`config.mk`:
```
export PLATFORM = sky130hd
export DESIGN_NAME = instr_decode_stage_flat
export DESIGN_NICKNAME = d
export VERILOG_FILES = /design/src/rtl/instr_decode_stage_if.sv /design/src/rtl/instr_decode_stage.sv /design/src/flat_wrapper.sv
export SDC_FILE = /design/constraint.sdc
export NUM_CORES = 1
export LEC_CHECK = 0
export CAP_MARGIN = 10
export CORE_MARGIN = 3
export CORE_UTILIZATION = 30
export DETAILED_ROUTE_END_ITERATION = 7
export GPL_ROUTABILITY_DRIVEN = 0
export GPL_TIMING_DRIVEN = 0
export SYNTH_ARGS = -nofsm -noshare
export SYNTH_HDL_FRONTEND = slang
export SYNTH_SLANG_ARGS = --single-unit
```
`constraint.sdc`:
```
create_clock -name clk -period 5.18 [get_ports clk]
set_input_delay 1.036 -clock clk [delete_from_list [all_inputs] [get_ports clk]]
set_output_delay 1.036 -clock clk [all_outputs]
set_load 0.01 [all_outputs]
```
`src/rtl/instr_decode_stage_if.sv`:
```
// Fetch-side and execute-side bus of the RV32 decode stage.
// Mext/mfunct exist only when RV32M_EN is defined.
`timescale 1ns/1ps
interface instr_decode_stage_if #(
    parameter int PC_W = 32
);
    logic            in_valid;
    logic            in_ready;
    logic [31:0]     in_instr;
    logic [PC_W-1:0] in_pc;
    logic            flush;

    logic            out_valid;
    logic            out_ready;
    logic [PC_W-1:0] out_pc;
    logic [4:0]      rd;
    logic [4:0]      rs1;
    logic [4:0]      rs2;
    logic            RegW;
    logic            MemW;
    logic            Jal;
    logic            Jalr;
    logic            illegal;
    logic [1:0]      Memtoreg;
    logic [1:0]      ALUa;
    logic [1:0]      ALUb;
    logic [3:0]      ALU_cntr;
    logic [2:0]      Branch_cntr;
    logic [2:0]      Ld_cntr;
    logic [3:0]      St_mask;
    logic [31:0]     imm;
`ifdef RV32M_EN
    logic            Mext;
    logic [2:0]      mfunct;
`endif

    modport slave (
        input  in_valid, in_instr, in_pc, flush, out_ready,
        output in_ready, out_valid, out_pc, rd, rs1, rs2,
               RegW, MemW, Jal, Jalr, illegal, Memtoreg, ALUa, ALUb,
               ALU_cntr, Branch_cntr, Ld_cntr, St_mask, imm
`ifdef RV32M_EN
      , output Mext, mfunct
`endif
    );

    modport master (
        output in_valid, in_instr, in_pc, flush, out_ready,
        input  in_ready, out_valid, out_pc, rd, rs1, rs2,
               RegW, MemW, Jal, Jalr, illegal, Memtoreg, ALUa, ALUb,
               ALU_cntr, Branch_cntr, Ld_cntr, St_mask, imm
`ifdef RV32M_EN
      , input  Mext, mfunct
`endif
    );
endinterface

```
`src/rtl/instr_decode_stage.sv`:
```
// RV32I decode stage: instruction FIFO feeding a registered decoded-output stage.
// Define RV32M_EN to decode the M extension (Mext/mfunct outputs).
`timescale 1ns/1ps
module instr_decode_stage #(
    parameter int IQ_DEPTH = 4,
    parameter int PC_W     = 32
) (
    input logic                 clk,
    input logic                 rst_n,
    instr_decode_stage_if.slave bus
);
    localparam int PTR_W = $clog2(IQ_DEPTH);
    localparam logic [PTR_W:0] PTR_ONE = 1;

    typedef struct packed {
        logic [1:0]  memtoreg;
        logic [1:0]  alua;
        logic [1:0]  alub;
        logic        regw;
        logic        memw;
        logic        jal;
        logic        jalr;
        logic        illegal;
        logic [3:0]  alu_cntr;
        logic [2:0]  branch_cntr;
        logic [2:0]  ld_cntr;
        logic [3:0]  st_mask;
        logic [31:0] imm;
`ifdef RV32M_EN
        logic        mext;
        logic [2:0]  mfunct;
`endif
    } ctrl_t;

    function automatic ctrl_t decode(input logic [31:0] ins);
        ctrl_t      c;
        logic [2:0] f3;
        logic [6:0] f7;
        c  = '0;
        f3 = ins[14:12];
        f7 = ins[31:25];
        case (ins[6:0])
            7'b0000011: begin // load
                c.memtoreg = 2'b11; c.alua = 2'b11; c.alub = 2'b10;
                c.regw = 1'b1; c.alu_cntr = 4'b1000;
                c.imm = {{20{ins[31]}}, ins[31:20]};
                case (f3)
                    3'b010:  c.ld_cntr = 3'b000;
                    3'b001:  c.ld_cntr = 3'b001;
                    3'b000:  c.ld_cntr = 3'b010;
                    3'b101:  c.ld_cntr = 3'b101;
                    3'b100:  c.ld_cntr = 3'b110;
                    default: c.illegal = 1'b1;
                endcase
            end
            7'b0100011: begin // store
                c.memtoreg = 2'b00; c.alua = 2'b11; c.alub = 2'b10;
                c.memw = 1'b1; c.alu_cntr = 4'b1000;
                c.imm = {{20{ins[31]}}, ins[31:25], ins[11:7]};
                case (f3)
                    3'b010:  c.st_mask = 4'b1111;
                    3'b001:  c.st_mask = 4'b0011;
                    3'b000:  c.st_mask = 4'b0001;
                    default: c.illegal = 1'b1;
                endcase
            end
            7'b0110111: begin // lui
                c.memtoreg = 2'b01; c.alua = 2'b01; c.alub = 2'b10;
                c.regw = 1'b1; c.alu_cntr = 4'b1000;
                c.imm = {ins[31:12], 12'b0};
            end
            7'b0010111: begin // auipc
                c.memtoreg = 2'b01; c.alua = 2'b10; c.alub = 2'b10;
                c.regw = 1'b1; c.alu_cntr = 4'b1000;
                c.imm = {ins[31:12], 12'b0};
            end
            7'b0110011: begin // R-type
                c.memtoreg = 2'b01; c.alua = 2'b11; c.alub = 2'b00;
                c.regw = 1'b1;
                case (f7)
                    7'b0000000: begin
                        case (f3)
                            3'b000: c.alu_cntr = 4'b1000;
                            3'b001: begin c.alu_cntr = 4'b1101; c.alub = 2'b01; end
                            3'b010: begin c.alu_cntr = 4'b1100; c.memtoreg = 2'b10; end
                            3'b011: begin c.alu_cntr = 4'b0100; c.memtoreg = 2'b10; end
                            3'b100: c.alu_cntr = 4'b1010;
                            3'b101: begin c.alu_cntr = 4'b1110; c.alub = 2'b01; end
                            3'b110: c.alu_cntr = 4'b1011;
                            default: c.alu_cntr = 4'b1001;
                        endcase
                    end
                    7'b0100000: begin
                        if (f3 == 3'b000) begin
                            c.alu_cntr = 4'b1100;
                        end else if (f3 == 3'b101) begin
                            c.alu_cntr = 4'b1111; c.alub = 2'b01;
                        end else begin
                            c.illegal = 1'b1;
                        end
                    end
`ifdef RV32M_EN
                    7'b0000001: begin
                        c.mext = 1'b1; c.mfunct = f3;
                    end
`endif
                    default: c.illegal = 1'b1;
                endcase
            end
            7'b0010011: begin // OP-IMM
                c.memtoreg = 2'b01; c.alua = 2'b11; c.alub = 2'b10;
                c.regw = 1'b1;
                c.imm = {{20{ins[31]}}, ins[31:20]};
                case (f3)
                    3'b000: c.alu_cntr = 4'b1000;
                    3'b010: begin c.alu_cntr = 4'b1100; c.memtoreg = 2'b10; end
                    3'b011: begin c.alu_cntr = 4'b0100; c.memtoreg = 2'b10; end
                    3'b100: c.alu_cntr = 4'b1010;
                    3'b110: c.alu_cntr = 4'b1011;
                    3'b111: c.alu_cntr = 4'b1001;
                    3'b001: begin
                        c.alu_cntr = 4'b1101; c.imm = {27'b0, ins[24:20]};
                    end
                    default: begin
                        c.alu_cntr = ins[30] ? 4'b1111 : 4'b1110;
                        c.imm = {27'b0, ins[24:20]};
                    end
                endcase
            end
            7'b1100011: begin // branch
                c.memtoreg = 2'b01; c.alua = 2'b11; c.alub = 2'b00;
                c.imm = {{19{ins[31]}}, ins[31], ins[7], ins[30:25], ins[11:8], 1'b0};
                case (f3)
                    3'b000: begin c.branch_cntr = 3'b001; c.alu_cntr = 4'b1100; end
                    3'b001: begin c.branch_cntr = 3'b010; c.alu_cntr = 4'b1100; end
                    3'b100: begin c.branch_cntr = 3'b011; c.alu_cntr = 4'b1100; end
                    3'b101: begin c.branch_cntr = 3'b100; c.alu_cntr = 4'b1100; end
                    3'b110: begin c.branch_cntr = 3'b011; c.alu_cntr = 4'b0100; end
                    3'b111: begin c.branch_cntr = 3'b100; c.alu_cntr = 4'b0100; end
                    default: c.illegal = 1'b1;
                endcase
            end
            7'b1101111: begin // jal
                c.memtoreg = 2'b01; c.alua = 2'b10; c.alub = 2'b11;
                c.regw = 1'b1; c.jal = 1'b1; c.alu_cntr = 4'b1000;
                c.imm = {{11{ins[31]}}, ins[31], ins[19:12], ins[20], ins[30:21], 1'b0};
            end
            7'b1100111: begin // jalr
                c.memtoreg = 2'b01; c.alua = 2'b10; c.alub = 2'b11;
                c.regw = 1'b1; c.jalr = 1'b1; c.alu_cntr = 4'b1000;
                c.imm = {{20{ins[31]}}, ins[31:20]};
            end
            default: c.illegal = 1'b1;
        endcase
        // An illegal instruction carries no side effects downstream.
        if (c.illegal) begin
            c         = '0;
            c.illegal = 1'b1;
        end
        return c;
    endfunction

    logic [PC_W+31:0] mem_q [IQ_DEPTH];
    logic [PTR_W:0]   wr_ptr_q, rd_ptr_q;
    logic             ready_q;
    logic             out_valid_q;
    ctrl_t            ctrl_q;
    logic [PC_W-1:0]  pc_q;
    logic [4:0]       rd_q, rs1_q, rs2_q;

    logic             q_empty, q_full, load_out, accept, pop, bypass, push;
    logic [PC_W+31:0] head;
    logic [31:0]      sel_instr;
    logic [PC_W-1:0]  sel_pc;

    assign q_empty  = (wr_ptr_q == rd_ptr_q);
    assign q_full   = (wr_ptr_q[PTR_W] != rd_ptr_q[PTR_W]) &&
                      (wr_ptr_q[PTR_W-1:0] == rd_ptr_q[PTR_W-1:0]);
    assign load_out = !out_valid_q || bus.out_ready;
    // A full queue still accepts when the head is leaving in the same cycle.
    assign bus.in_ready = ready_q && !bus.flush && (!q_full || load_out);
    assign accept   = bus.in_valid && bus.in_ready;
    assign pop      = load_out && !q_empty && !bus.flush;
    assign bypass   = load_out && q_empty && accept;
    assign push     = accept && !bypass;
    assign head     = mem_q[rd_ptr_q[PTR_W-1:0]];
    assign sel_instr = q_empty ? bus.in_instr : head[31:0];
    assign sel_pc    = q_empty ? bus.in_pc    : head[PC_W+31:32];

    always_ff @(posedge clk) begin
        if (push) begin
            mem_q[wr_ptr_q[PTR_W-1:0]] <= {bus.in_pc, bus.in_instr};
        end
    end

    always_ff @(posedge clk or negedge rst_n) begin
        if (!rst_n) begin
            wr_ptr_q    <= '0;
            rd_ptr_q    <= '0;
            ready_q     <= 1'b0;
            out_valid_q <= 1'b0;
            ctrl_q      <= '0;
            pc_q        <= '0;
            rd_q        <= '0;
            rs1_q       <= '0;
            rs2_q       <= '0;
        end else begin
            ready_q <= 1'b1;
            if (bus.flush) begin
                wr_ptr_q    <= '0;
                rd_ptr_q    <= '0;
                out_valid_q <= 1'b0;
            end else begin
                if (push) wr_ptr_q <= wr_ptr_q + PTR_ONE;
                if (pop)  rd_ptr_q <= rd_ptr_q + PTR_ONE;
                if (load_out) begin
                    out_valid_q <= pop || bypass;
                    if (pop || bypass) begin
                        ctrl_q <= decode(sel_instr);
                        pc_q   <= sel_pc;
                        rd_q   <= sel_instr[11:7];
                        rs1_q  <= sel_instr[19:15];
                        rs2_q  <= sel_instr[24:20];
                    end
                end
            end
        end
    end

    assign bus.out_valid   = out_valid_q;
    assign bus.out_pc      = pc_q;
    assign bus.rd          = rd_q;
    assign bus.rs1         = rs1_q;
    assign bus.rs2         = rs2_q;
    assign bus.RegW        = ctrl_q.regw;
    assign bus.MemW        = ctrl_q.memw;
    assign bus.Jal         = ctrl_q.jal;
    assign bus.Jalr        = ctrl_q.jalr;
    assign bus.illegal     = ctrl_q.illegal;
    assign bus.Memtoreg    = ctrl_q.memtoreg;
    assign bus.ALUa        = ctrl_q.alua;
    assign bus.ALUb        = ctrl_q.alub;
    assign bus.ALU_cntr    = ctrl_q.alu_cntr;
    assign bus.Branch_cntr = ctrl_q.branch_cntr;
    assign bus.Ld_cntr     = ctrl_q.ld_cntr;
    assign bus.St_mask     = ctrl_q.st_mask;
    assign bus.imm         = ctrl_q.imm;
`ifdef RV32M_EN
    assign bus.Mext        = ctrl_q.mext;
    assign bus.mfunct      = ctrl_q.mfunct;
`endif
endmodule

```
`src/flat_wrapper.sv`:
```
// flat-port wrapper written by rule: the top's interface ports become plain ports
module instr_decode_stage_flat 
#(
    parameter int IQ_DEPTH = 4,
    parameter int PC_W     = 32
)
  (clk, rst_n, bus_in_valid, bus_in_instr, bus_in_pc, bus_flush, bus_out_ready, bus_in_ready, bus_out_valid, bus_out_pc, bus_rd, bus_rs1, bus_rs2, bus_RegW, bus_MemW, bus_Jal, bus_Jalr, bus_illegal, bus_Memtoreg, bus_ALUa, bus_ALUb, bus_ALU_cntr, bus_Branch_cntr, bus_Ld_cntr, bus_St_mask, bus_imm);
  instr_decode_stage_if #(.PC_W(PC_W)) bus_i ();
  input logic clk;
  input logic rst_n;
  input wire logic [$bits(bus_i.in_valid)-1:0] bus_in_valid;
  input wire logic [$bits(bus_i.in_instr)-1:0] bus_in_instr;
  input wire logic [$bits(bus_i.in_pc)-1:0] bus_in_pc;
  input wire logic [$bits(bus_i.flush)-1:0] bus_flush;
  input wire logic [$bits(bus_i.out_ready)-1:0] bus_out_ready;
  output wire logic [$bits(bus_i.in_ready)-1:0] bus_in_ready;
  output wire logic [$bits(bus_i.out_valid)-1:0] bus_out_valid;
  output wire logic [$bits(bus_i.out_pc)-1:0] bus_out_pc;
  output wire logic [$bits(bus_i.rd)-1:0] bus_rd;
  output wire logic [$bits(bus_i.rs1)-1:0] bus_rs1;
  output wire logic [$bits(bus_i.rs2)-1:0] bus_rs2;
  output wire logic [$bits(bus_i.RegW)-1:0] bus_RegW;
  output wire logic [$bits(bus_i.MemW)-1:0] bus_MemW;
  output wire logic [$bits(bus_i.Jal)-1:0] bus_Jal;
  output wire logic [$bits(bus_i.Jalr)-1:0] bus_Jalr;
  output wire logic [$bits(bus_i.illegal)-1:0] bus_illegal;
  output wire logic [$bits(bus_i.Memtoreg)-1:0] bus_Memtoreg;
  output wire logic [$bits(bus_i.ALUa)-1:0] bus_ALUa;
  output wire logic [$bits(bus_i.ALUb)-1:0] bus_ALUb;
  output wire logic [$bits(bus_i.ALU_cntr)-1:0] bus_ALU_cntr;
  output wire logic [$bits(bus_i.Branch_cntr)-1:0] bus_Branch_cntr;
  output wire logic [$bits(bus_i.Ld_cntr)-1:0] bus_Ld_cntr;
  output wire logic [$bits(bus_i.St_mask)-1:0] bus_St_mask;
  output wire logic [$bits(bus_i.imm)-1:0] bus_imm;
  assign bus_i.in_valid = bus_in_valid;
  assign bus_i.in_instr = bus_in_instr;
  assign bus_i.in_pc = bus_in_pc;
  assign bus_i.flush = bus_flush;
  assign bus_i.out_ready = bus_out_ready;
  assign bus_in_ready = bus_i.in_ready;
  assign bus_out_valid = bus_i.out_valid;
  assign bus_out_pc = bus_i.out_pc;
  assign bus_rd = bus_i.rd;
  assign bus_rs1 = bus_i.rs1;
  assign bus_rs2 = bus_i.rs2;
  assign bus_RegW = bus_i.RegW;
  assign bus_MemW = bus_i.MemW;
  assign bus_Jal = bus_i.Jal;
  assign bus_Jalr = bus_i.Jalr;
  assign bus_illegal = bus_i.illegal;
  assign bus_Memtoreg = bus_i.Memtoreg;
  assign bus_ALUa = bus_i.ALUa;
  assign bus_ALUb = bus_i.ALUb;
  assign bus_ALU_cntr = bus_i.ALU_cntr;
  assign bus_Branch_cntr = bus_i.Branch_cntr;
  assign bus_Ld_cntr = bus_i.Ld_cntr;
  assign bus_St_mask = bus_i.St_mask;
  assign bus_imm = bus_i.imm;
  instr_decode_stage #(.IQ_DEPTH(IQ_DEPTH), .PC_W(PC_W)) u_core (.clk(clk), .rst_n(rst_n), .bus(bus_i));
endmodule
```
==> impl_metrics.toml <==
[outcome]
status = "finished, final reports clean"

[clock_tree]
cts_root_buf = "clkbuf_16"
cts.sinks = 367
cts_buffers = 38
postCtsSetupRepairBufs = 0
clk_path_buf_depth = 3
ctsResizeCount = 0
cts_tree = "done"
clkTransAtPathRegs_ns = 0.06
cts_hold_buf = 0
clk_latency_ns = 0.53
cts_max_level = 2

[synth]
ys_seq_area_share_pct = 69.0
synth-async-reset-ratio_pct = 30.2
ys_warn_count = 0
synthFlopType = "edfxtp_1"
netlist_area_um2 = 15200
synth_cell_types = 75
synth_edf_count = 256
avgSynthCellArea_um2 = 15.3
synth-seq-cells = 367
syn-num-nets = 1063
syn_inst = 989

[drt]
first_pass_iters = 5
drt-initial-drc-count = 725
postRouteAntennaNets = 0
wl_um = 40700
vias = 9408
viasPerCell = 4.95
wl_per_cell_um = 21.4
drc = 0

[cells_and_area]
final_core_util_pct = 38.6
area_delta_synth_final_pct = 25.7
antennaDiodeCount = 0
postLayoutCellArea_um2 = 19100
fin_nets = 1281
drive_above_1_share_pct = 13.6
instances_no_fill = 1900

[global_routing]
grt_overflow = 0
grt_use_total_pct = 15.1
grt_max_degree = 57
grt_pass1_vias = 9629
antenna_found_initial = 2
grt_pass1_wl_um = 61400

[critical_path]
critPathCaptureType = "flip-flop"
worst_setup_path_start_kind = "input pin"
cp_top_family = "buffers and inverters"
slowest_delay_ns = 0.76
critPathSlowestCell = "a211oi_1"
worst_ep_required_time_ns = 5.62
cp.arrival_ns = 4.47
critical_path_class = "input pin to flip-flop"
critical_path.max_fanout = 10
critPathBufInv = 3
worstPathCellList = "clkdlybuf4s50_1, nor2b_1, a41oi_1, nand2_1, a211oi_1, clkbuf_1, buf_1, nor2_1, a31oi_1"

[timing]
period_share_pct = 77.7
fmax_mhz = 248
final.min_clock_period_ns = 4.03
report.final.slew_viol_count = 0
tightest_slew_ns = 0.866
slew_headroom_pct = 40.6
finalHoldViolCount = 0
setup_violations = 0
skew_ns = 0.00958
finalSetupTns_ns = 0
rsz0062_at_grt = "false"

[placed_design]
numPortBuffers = 173
placed_cells = 1831
place_area_um2 = 17900
dp_hpwl_um = 27800

[power]
power.density_nw_per_um2 = 453
p_leak_uw = 0.00659
irDropWorstVdd_uv = 219

[flow_run]
max_cap_violations = 0

[floorplanning]
coreArea_um2 = 49500
start_util_pct = 30.7
die_h_um = 231
num_rows = 81
die-area_um2 = 53300
ioPinCount = 175
die_x_um = 231

[worst_hold_path]
hp-class = "input pin to async pin"
[cell usage in the layout, fill, tap and decap left out, types with 5 or more instances in the layout]
cell type and count:
dfrtp_1 111, nor3_1 7, mux4_2 63, nor2_1 52
inv_1 8, o31ai_1 11, clkbuf_1 39, a31oi_1 35
a22o_1 28, edfxtp_1 256, mux2i_1 16, clkbuf_16 41
o21ai_1 12, mux2_2 5, ha_1 5, clkbuf_8 5
nand2_1 166, buf_2 10, xor2_1 5, o21ai_0 24
a32o_1 6, a21oi_1 16, buf_1 14, nand2b_1 6
a22oi_1 6, buf_6 6, clkdlybuf4s50_1 172
[sequential cells by signal, indices dropped and copies added (netlist names), 2 cells and up]
register,flops
u_core.bus.ALU_cntr,4
u_core.bus.out_pc,32
u_core.bus.ALUb,2
u_core.wr_ptr_q,3
u_core.bus.Ld_cntr,3
u_core.bus.Memtoreg,2
u_core.bus.Branch_cntr,3
u_core.bus.imm,32
u_core.bus.rs2,5
u_core.bus.St_mask,3
u_core.bus.rd,5
u_core.bus.rs1,5
u_core.mem_q,256
u_core.bus.ALUa,2
u_core.rd_ptr_q,3
[synthesized netlist by cell type, types with 4 or more instances]
cell type    n  area, um2
a22o_1      28        245
dfrtp_1    111       2780
nor3_1       7       35.0
nor2_1      52        195
edfxtp_1   256       7690
xnor2_1      4       35.0
nand2_1    166        623
inv_1        8       30.0
a41oi_1      4       35.0
mux4_2      63       1420
buf_6        5       56.3
a22oi_1      6       45.0
a21oi_1     16       80.1
nand3_1      4       20.0
ha_1         5       62.6
mux2_2       5       56.3
a31oi_1     35        219
buf_1       14       52.6
mux2i_1     16        160
o21ai_1     12       60.1
and2_1       5       31.3
nor2b_1      4       25.0
nand2b_1     6       37.5
o22ai_1      4       25.0
buf_2       10       50.1
o31ai_1     11       82.6
a32o_1       6       60.1
xor2_1       5       43.8
clkbuf_1    24       90.1
o21ai_0     24        120
[report_power, final]
group / leakage (uW) / internal [uW] / switching (uW) / total, uW
logic: 0.00228 / 1050 / 1440 / 2480
registers: 0.00373 / 3380 / 140 / 3520
clock network: 0.000580 / 1520 / 1110 / 2630
total: 0.00659 / 5950 / 2680 / 8630
[routing by layer]
layer	track usage, %	wire length (um)	up-vias
met3	4.05	2950	50
met4	3.00	634	4
met2	24.4	19200	281
met5	0	27	-
met1	20.5	17900	4798
li1	-	-	4275
[cell type report]
type / instances / area (um2)
Inverter: 8 / 30.0
Buffer: 56 / 272
Tap cell: 664 / 831
Multi-Input combinational cell: 558 / 4420
Clock buffer: 61 / 1150
Timing Repair Buffer: 178 / 1860
Fill cell: 4711 / 30400
Sequential cell: 367 / 10500
Clock inverter: 8 / 42.5
[cell families (layout without fill, tap and decap cells)]
| logic type | count (synthesis) | count (layout) | share of synthesized area [%] |
|---|---|---|---|
| other | 1 | 1 | 0.0247 |
| adders and majority gates | 5 | 5 | 0.412 |
| muxes | 85 | 85 | 10.9 |
| and+or+nand+nor | 270 | 270 | 7.85 |
| DFF | 367 | 367 | 69.0 |
| buffers and inverters | 64 | 311 | 1.99 |
| xor gates and xnor gates | 12 | 12 | 0.841 |
| AOI/OAI and AO/OA | 185 | 185 | 9.07 |
[worst register-to-register path, delay by kind of cell, from the launching register on]
kind	cells	cell delay, ns
and+or+nand+nor	2	0.58
DFF	1	0.46
xor gates and xnor gates	1	0.20
AOI/OAI and AO/OA	1	0.21
buffers and inverters	5	2.25
[path summary, 6_finish.rpt]
kind	startpoint	endpoint	slack [ns]	cells after the start
min in group clk	u_core.bus.rd[1]$_DFFE_PN0P_	u_core.bus.rd[1]$_DFFE_PN0P_	0.49	2
min	rst_n	u_core.bus.MemW$_DFFE_PN0P_	0.47	1
min reg2reg	u_core.bus.rd[1]$_DFFE_PN0P_	u_core.bus.rd[1]$_DFFE_PN0P_	0.49	2
max	bus_out_ready	u_core.bus.out_pc[29]$_DFFE_PN0P_	1.15	9
max reg2reg	u_core.rd_ptr_q[0]$_DFFE_PN0P_	u_core.bus.out_pc[29]$_DFFE_PN0P_	1.38	9
max in group asynchronous	rst_n	u_core.bus.out_pc[12]$_DFFE_PN0P_	3.95	2
[metrics by stage]
step | hold WS, ns | setup WS, ns | power [uW]
finish | 0.474 | 1.15 | 8630
global route | 0.504 | 0.848 | 9100
CTS | 0.477 | 1.12 | 8760
detailed placement | 0.469 | 0.567 | 6100
global placement | 0.464 | -1.90 | 6080
floorplan | 0.511 | 0.998 | 5000
No activity file was read; power rests on OpenSTA's default activity.
